**src/rtl/gray_pkg.sv**
```systemverilog
// Shared helpers for the Gray up/down counter: binary/Gray conversion and bound values.
// Functions work on a fixed-width word; callers cast to and from their own width.
package gray_pkg;

  localparam int unsigned MAX_W = 32;

  typedef logic [MAX_W-1:0] word_t;

  function automatic word_t bin2gray(input word_t b);
    return b ^ (b >> 1);
  endfunction

  // Prefix XOR from the MSB down; zero-extended upper bits leave the result unchanged.
  function automatic word_t gray2bin(input word_t g);
    word_t b;
    b[MAX_W-1] = g[MAX_W-1];
    for (int i = MAX_W - 2; i >= 0; i--) begin
      b[i] = b[i+1] ^ g[i];
    end
    return b;
  endfunction

  function automatic word_t max_bin(input int unsigned n);
    word_t ones;
    ones = '1;
    return ones >> (MAX_W - n);
  endfunction

endpackage

```
**src/rtl/gray_step.sv**
```systemverilog
// Combinational next-count for one enable step, with wrap/saturate handling at the bounds.
module gray_step
  import gray_pkg::*;
#(
  parameter int unsigned N    = 4,
  parameter bit          WRAP = 1'b1
) (
  input  logic [N-1:0] bin,
  input  logic         up,
  input  logic         en,
  output logic [N-1:0] next_bin_c,
  output logic         wrap_c,
  output logic         sat_c
);

  localparam logic [N-1:0] MAX_V = N'(max_bin(N));
  localparam logic [N-1:0] MIN_V = '0;

  logic at_bound_c;

  assign at_bound_c = up ? (bin == MAX_V) : (bin == MIN_V);

  always_comb begin
    next_bin_c = bin;
    wrap_c     = 1'b0;
    sat_c      = 1'b0;
    if (en) begin
      if (!at_bound_c) begin
        next_bin_c = up ? (bin + N'(1)) : (bin - N'(1));
      end else if (WRAP) begin
        next_bin_c = up ? MIN_V : MAX_V;
        wrap_c     = 1'b1;
      end else begin
        sat_c      = 1'b1;
      end
    end
  end

endmodule

```
**src/rtl/gray_updown_ctr.sv**
```systemverilog
// Parametrised up/down Gray counter with clear/load, wrap or saturate, and binary shadow.
// Gray and binary outputs are both direct flops updated from one next-state value.
module gray_updown_ctr
  import gray_pkg::*;
#(
  parameter int unsigned N       = 4,
  parameter int unsigned RST_VAL = 0,
  parameter bit          WRAP    = 1'b1
) (
  input  logic         clk,
  input  logic         rstn,
  input  logic         clr,
  input  logic         load,
  input  logic [N-1:0] load_val,
  input  logic         en,
  input  logic         up,
  output logic [N-1:0] gray_out,
  output logic [N-1:0] bin_out,
  output logic         wrap_p,
  output logic         sat_p
);

  localparam logic [N-1:0] RST_BIN  = N'(RST_VAL);
  localparam logic [N-1:0] RST_GRAY = N'(bin2gray(word_t'(RST_VAL)));

  logic [N-1:0] step_bin_c;
  logic         step_wrap_c;
  logic         step_sat_c;
  logic [N-1:0] nxt_bin_c;
  logic [N-1:0] nxt_gray_c;
  logic         nxt_wrap_c;
  logic         nxt_sat_c;

  gray_step #(
    .N    (N),
    .WRAP (WRAP)
  ) u_step (
    .bin        (bin_out),
    .up         (up),
    .en         (en),
    .next_bin_c (step_bin_c),
    .wrap_c     (step_wrap_c),
    .sat_c      (step_sat_c)
  );

  // Sync priority mux: clr > load > en; otherwise hold with pulses low.
  always_comb begin
    nxt_bin_c  = bin_out;
    nxt_gray_c = gray_out;
    nxt_wrap_c = 1'b0;
    nxt_sat_c  = 1'b0;
    if (clr) begin
      nxt_bin_c  = '0;
      nxt_gray_c = '0;
    end else if (load) begin
      nxt_bin_c  = load_val;
      nxt_gray_c = N'(bin2gray(word_t'(load_val)));
    end else if (en) begin
      nxt_bin_c  = step_bin_c;
      nxt_gray_c = N'(bin2gray(word_t'(step_bin_c)));
      nxt_wrap_c = step_wrap_c;
      nxt_sat_c  = step_sat_c;
    end
  end

  always_ff @(posedge clk or negedge rstn) begin
    if (!rstn) begin
      bin_out  <= RST_BIN;
      gray_out <= RST_GRAY;
      wrap_p   <= 1'b0;
      sat_p    <= 1'b0;
    end else begin
      bin_out  <= nxt_bin_c;
      gray_out <= nxt_gray_c;
      wrap_p   <= nxt_wrap_c;
      sat_p    <= nxt_sat_c;
    end
  end

endmodule
```
**config.mk**
```make
export PLATFORM = sky130hd
export DESIGN_NAME = gray_updown_ctr
export DESIGN_NICKNAME = d
export VERILOG_FILES = /design/src/rtl/gray_pkg.sv /design/src/rtl/gray_step.sv /design/src/rtl/gray_updown_ctr.sv
export SDC_FILE = /design/constraint.sdc
export NUM_CORES = 1
export LEC_CHECK = 0
export CAP_MARGIN = 20
export CORE_MARGIN = 2
export CORE_UTILIZATION = 46
export CTS_CLUSTER_DIAMETER = 120
export DETAILED_ROUTE_END_ITERATION = 8
export PLACE_DENSITY = 0.77
export SLEW_MARGIN = 30
export SYNTH_ARGS = -nofsm -noshare
export SYNTH_HDL_FRONTEND = slang
export SYNTH_HIERARCHICAL = 1
export SYNTH_SLANG_ARGS = --single-unit
```
**constraint.sdc**
```tcl
create_clock -name clk -period 2.1 [get_ports clk]
set_input_delay 0.42 -clock clk [delete_from_list [all_inputs] [get_ports clk]]
set_output_delay 0.42 -clock clk [all_outputs]
set_load 0.005 [all_outputs]
```
==> flow_metrics.py, run 1 <==
metrics = {
    "min_path": {
        "hold_path_class": "primary input to asynchronous set/reset pin",
    },
    "route": {
        "drtPass1Iterations": 4,
        "route.detailed.drc": 0,
        "drtIter0Drc": 18,
        "drtAntennaViolNets": 0,
        "route.vias.total": 654,
        "wl_per_cell_um": 13.8,
        "viasPerCell": 5.50,
        "drt-total-wl_mm": 1.64,
    },
    "critical_path": {
        "critical_path.startpoint_type": "primary input",
        "r2r_slack_ns": 0.11,
        "crit_path_end_kind": "flip-flop",
        "worstSetupPathType": "primary input to flip-flop",
        "crit_path_max_fanout": 4,
        "required_ns": 2.25,
        "worst-endpoint-arrival_ns": 2.18,
    },
    "power": {
        "power.density_mw_per_mm2": 539,
        "leakage_nw": 0.461,
        "power_uw": 563,
        "ir_drop_v": 0.000419,
    },
    "grt": {
        "antenna_found_initial": 0,
        "grt_pass1_wl_mm": 2.77,
        "grt_pass1_vias": 651,
        "grt_max_degree": 17,
        "busiest_layer": "met2",
        "gr-usage-met1_pct": 23.7,
        "grt_overflow": 0,
        "use_met3_pct": 7.50,
        "use_met2_pct": 31.5,
        "grt_usage_pct": 19.6,
    },
    "clock_network": {
        "clkLatencyLatePin_ns": 0.26,
        "htree_levels": 1,
        "clk_pin_slew_worst_paths_ns": 0.06,
        "cts_tree": "built",
        "numCtsBuffers": 3,
        "clock_sinks": 9,
        "cts_buffer_depth": 2,
        "hold_buffers": 0,
        "root_buffer": "clkbuf_4",
    },
    "place": {
        "dp_slack_ns": -0.554,
        "routabilityCongestion": 0.791,
        "dp.cells": 114,
        "dpl.hpwl_mm": 1.25,
        "portBuffers": 19,
        "placed_area_um2": 972,
    },
    "timing": {
        "fin_ws_ns": 0.0706,
        "slew_viol_final": 0,
        "fmax_mhz": 493,
        "hold_violations": 0,
        "hold_ws_ns": 0.446,
        "setup_viol": 0,
        "setup_tns_ns": 0,
        "finalCritPeriodShare_pct": 96.6,
        "fin_crit_ns": 2.03,
        "finalClockSkew_ns": 0.00746,
    },
    "floorplan": {
        "fp-row-count": 14,
        "die_h_um": 43.6,
        "core_mm2": 0.00149,
        "die-area_mm2": 0.00190,
        "ioPinCount": 20,
        "die_x_um": 43.6,
        "initial_core_util_pct": 48.5,
    },
    "logic_synthesis": {
        "avgSynthCellArea_um2": 9.89,
        "ys_ff_latch": 9,
        "syn-num-nets": 86,
        "ys_warn_count": 6,
        "async_flop_share_pct": 100,
        "synth_seq_area_share_pct": 31.2,
        "synth.distinct_cells": 26,
        "yosysTopAreaCell": "dfrtp_1",
        "synth_ff_type": "dfrtp_1",
        "synth.most_common_cell": "nor2_1",
        "synth_common_cells": "nor2_1 (10), dfrtp_1 (9), a21oi_1 (7)",
        "syn_inst": 73,
        "yosysTopAreaCellShare_pct": 31.2,
        "syn-cell-area_um2": 722,
        "synth_edf_count": 0,
        "synth_area_leaders": "dfrtp_1 (31%), mux2_4 (8.3%), xor2_1 (6.1%)",
    },
    "cells_and_area": {
        "fin_nets": 117,
        "antenna_cells": 0,
        "fin_area_mm2": 0.00104,
        "syn_to_final_growth_pct": 44.7,
        "finalNonFillerCells": 119,
        "post-route-util_pct": 70.2,
        "layout-drive-gt1-share_pct": 30.1,
    },
    "run_status": {
        "outcome": "finished, final reports clean",
    },
    "job": {
        "drv_cap": 0,
    },
}
-- cell families after synthesis --
logic type | count (synthesis) | share of synthesized area [%]
simple gates | 24 | 19.6
compound gates | 14 | 12.5
fa+ha+maj | 3 | 6.24
xor+xnor | 8 | 9.71
buf+inv | 6 | 6.41
mux | 8 | 13.9
other cells | 1 | 0.519
flops | 9 | 31.2
-- worst max-delay path, stage by stage --
cell	delay, ns
dlygate4sd2_1	0.26
inv_2	0.10
ha_4	0.22
a21oi_4	0.16
and3_4	0.22
o211ai_2	0.07
nor3b_1	0.16
buf_4	0.15
mux2_4	0.24
mux2i_1	0.12
nor2_1	0.06
-- area by class of cell --
cell class,count,area [um^2]
Inverter,1,3.75
Clock buffer,4,26.3
Timing Repair Buffer,31,279
Fill cell,110,444
Tap cell,16,20.0
Multi-Input combinational cell,58,490
Sequential cell,9,225
-- routing by layer --
| metal | share of wire (%) | vias up |
|---|---|---|
| li1 | - | 318 |
| met1 | 45 | 318 |
| met2 | 48 | 16 |
| met3 | 5.5 | 2 |
| met4 | 1.4 | 0 |
| met5 | 0 | - |
-- placed cells by master (no fill, tap or decap), drive strengths merged --
master and n:
dlygate4sd2 1, nand2 3, buf 12, conb 1, nor3 1, mux2 4
xor2 5, fa 1, a21bo 1, and3 3, a21boi 1, o22ai 4
xnor2 3, nand3 1, and4 1, nor2 10, nor4 1, clkbuf 4
dfrtp 9, ha 2, a21oi 7, nor3b 4, o211ai 1, clkdlybuf4s50 18
mux2i 4, inv 1
-- flip-flops by register name (all words and copies together), names as in the netlist --
name	count
sat_p	1
bin_out	3
wrap_p	1
gray_out	4
-- worst paths after layout --
check | start | end | cells after the start
setup / recovery | up | gray_out[3]$_DFFE_PN0P_ | 11
hold reg to reg | gray_out[2]$_DFFE_PN0P_ | gray_out[2]$_DFFE_PN0P_ | 3
max in group asynchronous | rstn | bin_out[1]$_DFFE_PN0P_ | 1
hold / removal | rstn | gray_out[3]$_DFFE_PN0P_ | 1
min in group clk | gray_out[2]$_DFFE_PN0P_ | gray_out[2]$_DFFE_PN0P_ | 3
setup reg to reg | bin_out[2]$_DFFE_PN0P_ | gray_out[3]$_DFFE_PN0P_ | 9
-- what timing repair did --
action / CTS / global route
endpoints found under the setup margin: 5 / 1
pin swaps: 2 / 4
gates resized for setup: 6 / 2
setup buffers: 0 / 1
-- where the power goes --
part	total, mW	switching, mW	internal, mW	leakage [nW]
clock network	0.135	0.0615	0.0732	0.0150
logic	0.231	0.0953	0.135	0.327
registers	0.198	0.0111	0.186	0.119
total	0.563	0.168	0.395	0.461
(Power assumes the default switching activity.)
==> run 2, diff against run 1 <==
Settings changed: SETUP_SLACK_MARGIN set to 0.15, SLEW_MARGIN 30 to 20.
==> run 2 against run 1 <==
Effect of this change: clock skew down 0.0047 ns; core utilization is 1.5 points higher; flip-flop and latch count unchanged; clock power is essentially flat; design area rose by 2.2%; power is 1.5% higher; register-to-register slack gained 0.08 ns; sequential share of layout area is 0.45 points lower; non-clock buffer count shrank 2; wire length grew 1.1%; global-route usage shrank 0.81 points; critical path type unchanged; largest power group unchanged.
==> flow_metrics.py, run 2 (synthesized netlist as in run 1, its figures left out) <==
metrics = {
    "run_status": {
        "outcome": "finished, final reports clean",
    },
    "cells_and_area": {
        "fin_nets": 115,
        "largest_register_ff_count": 4,
        "final_cell_mix": "clkdlybuf4s50_1 (18), nor2_1 (10), buf_4 (10), dfrtp_1 (9)",
        "reg_top3": "gray_out: 4 flops, bin_out: 3 flops",
        "syn_to_final_growth_pct": 47.8,
        "fin_area_mm2": 0.00107,
        "antenna_cells": 0,
        "post-route-util_pct": 71.7,
        "layout-drive-gt1-share_pct": 31.7,
        "finalNonFillerCells": 117,
        "final_common_cell": "clkdlybuf4s50_1",
        "top_register": "gray_out",
    },
    "grt": {
        "grt_pass1_vias": 580,
        "grt_pass1_wl_mm": 2.59,
        "grt_overflow": 0,
        "antenna_found_initial": 0,
        "grt_usage_pct": 18.8,
        "grt_max_degree": 17,
    },
    "power": {
        "sequentialPowerShare_pct": 35.4,
        "switching_power_uw": 173,
        "p_int_uw": 398,
        "power.share.switching_pct": 30.3,
        "power_uw": 571,
        "ir_drop_v": 0.000344,
        "power.density_mw_per_mm2": 535,
        "combinationalPowerShare_pct": 41.3,
        "leakage_nw": 0.452,
        "p_clk_share_pct": 23.3,
    },
    "timing": {
        "fin_crit_ns": 1.92,
        "setup_tns_ns": 0,
        "slew_viol_final": 0,
        "finalCritPeriodShare_pct": 91.6,
        "hold_violations": 0,
        "setup_viol": 0,
        "fmax_mhz": 520,
        "rsz0062_at_grt": "true",
        "finalClockSkew_ns": 0.00272,
    },
    "route": {
        "route.detailed.drc": 0,
        "drtIter0Drc": 10,
        "drt-total-wl_mm": 1.66,
        "drtAntennaViolNets": 0,
        "wl_per_cell_um": 14.2,
        "viasPerCell": 5.50,
        "drtPass1Iterations": 5,
        "route.vias.total": 644,
    },
    "floorplan": {
        "fp-row-count": 14,
        "die-area_mm2": 0.00190,
        "die_h_um": 43.6,
        "initial_core_util_pct": 48.5,
        "ioPinCount": 20,
        "die_x_um": 43.6,
        "core_mm2": 0.00149,
    },
    "critical_path": {
        "critical_path.startpoint_type": "primary input",
        "cp-startpoint": "up",
        "slowest_stage": "mux2_4",
        "cp_slowest_stage_delay_ns": 0.26,
        "worstSetupPathType": "primary input to flip-flop",
        "worst-endpoint-arrival_ns": 2.06,
        "r2r_slack_ns": 0.19,
        "crit_end": "gray_out[3]$_DFFE_PN0P_",
        "rr_endpoint": "gray_out[3]$_DFFE_PN0P_",
        "cp_cell_sequence": "clkdlybuf4s15_1, inv_2, ha_4, a21oi_4, and3_4, o211ai_2, nor3b_2, mux2_4, mux2i_1, nor2_1",
        "cp.depth": 10,
        "crit_path_max_fanout": 4,
        "path_buf_inv": 2,
        "reg2reg_from": "bin_out[2]$_DFFE_PN0P_",
        "cpLargestDelayFamily": "simple AND/OR/NAND/NOR gates",
        "required_ns": 2.24,
        "worst-r2r-cell-count": 8,
        "crit_path_end_kind": "flip-flop",
    },
    "clock_network": {
        "clk_pin_slew_worst_paths_ns": 0.06,
        "htree_levels": 1,
        "root_buffer": "clkbuf_4",
        "clkLatencyLatePin_ns": 0.26,
        "cts_buffer_depth": 2,
        "hold_buffers": 0,
        "clock_sinks": 9,
        "cts_tree": "built",
        "numCtsBuffers": 3,
    },
    "place": {
        "routabilityCongestion": 0.804,
        "dp.cells": 112,
        "placed_area_um2": 961,
        "portBuffers": 19,
        "dpl.hpwl_mm": 1.19,
    },
    "job": {
        "drv_cap": 0,
    },
    "min_path": {
        "hold_path_class": "primary input to asynchronous set/reset pin",
    },
}
run 2: layout make-up:
type                    instances  area, um^2
multi-input cells              58         527
repair buffers                 29         265
inverters                       1        3.75
clock buffers                   4        26.3
flip-flops and latches          9         225
well taps                      16        20.0
fillers                       106         422
run 2: stage by stage:
stage	hold WS (ns)	setup slack, ns
after detailed placement	0.736	-0.459
after CTS	0.471	0.156
after global placement	0.724	-0.377
after global routing	0.476	0.0895
after floorplan	0.124	0.154
final	0.463	0.176
run 2: worst min path at each step:
stage / startpoint / end / slack, ns
6_report: rstn / bin_out[1]$_DFFE_PN0P_ / 0.46
5_1_grt: rstn / bin_out[1]$_DFFE_PN0P_ / 0.48
4_1_cts: rstn / bin_out[1]$_DFFE_PN0P_ / 0.47
3_5_place_dp: gray_out[0]$_DFFE_PN0P_ / gray_out[0]$_DFFE_PN0P_ / 0.74
3_3_place_gp: gray_out[2]$_DFFE_PN0P_ / gray_out[2]$_DFFE_PN0P_ / 0.72
2_1_floorplan: rstn / bin_out[0]$_DFFE_PN0P_ / 0.12
run 2: what timing repair did:
item | in CTS | in global routing
gates resized for setup | 5 | 8
endpoints found under the setup margin | 6 | 4
pin swaps | 1 | 9
setup buffers | 0 | 1
run 2: power groups by stage:
stage / clock network, mW / logic [mW] / registers [mW]
6_report: 0.133 / 0.236 / 0.202
5_1_grt: 0.145 / 0.258 / 0.204
4_1_cts: 0.136 / 0.212 / 0.199
3_5_place_dp: 0 / 0.206 / 0.202
3_3_place_gp: 0 / 0.203 / 0.202
2_1_floorplan: 0 / 0.117 / 0.205
run 2: metal layers:
metal / wire [um] / GRT usage (%) / up-vias
met1: 719 / 25.2 / 304
met4: 26 / 5.45 / 0
met2: 817 / 28.5 / 20
met3: 98 / 6.67 / 8
li1: - / - / 312
met5: 0 / 0 / -
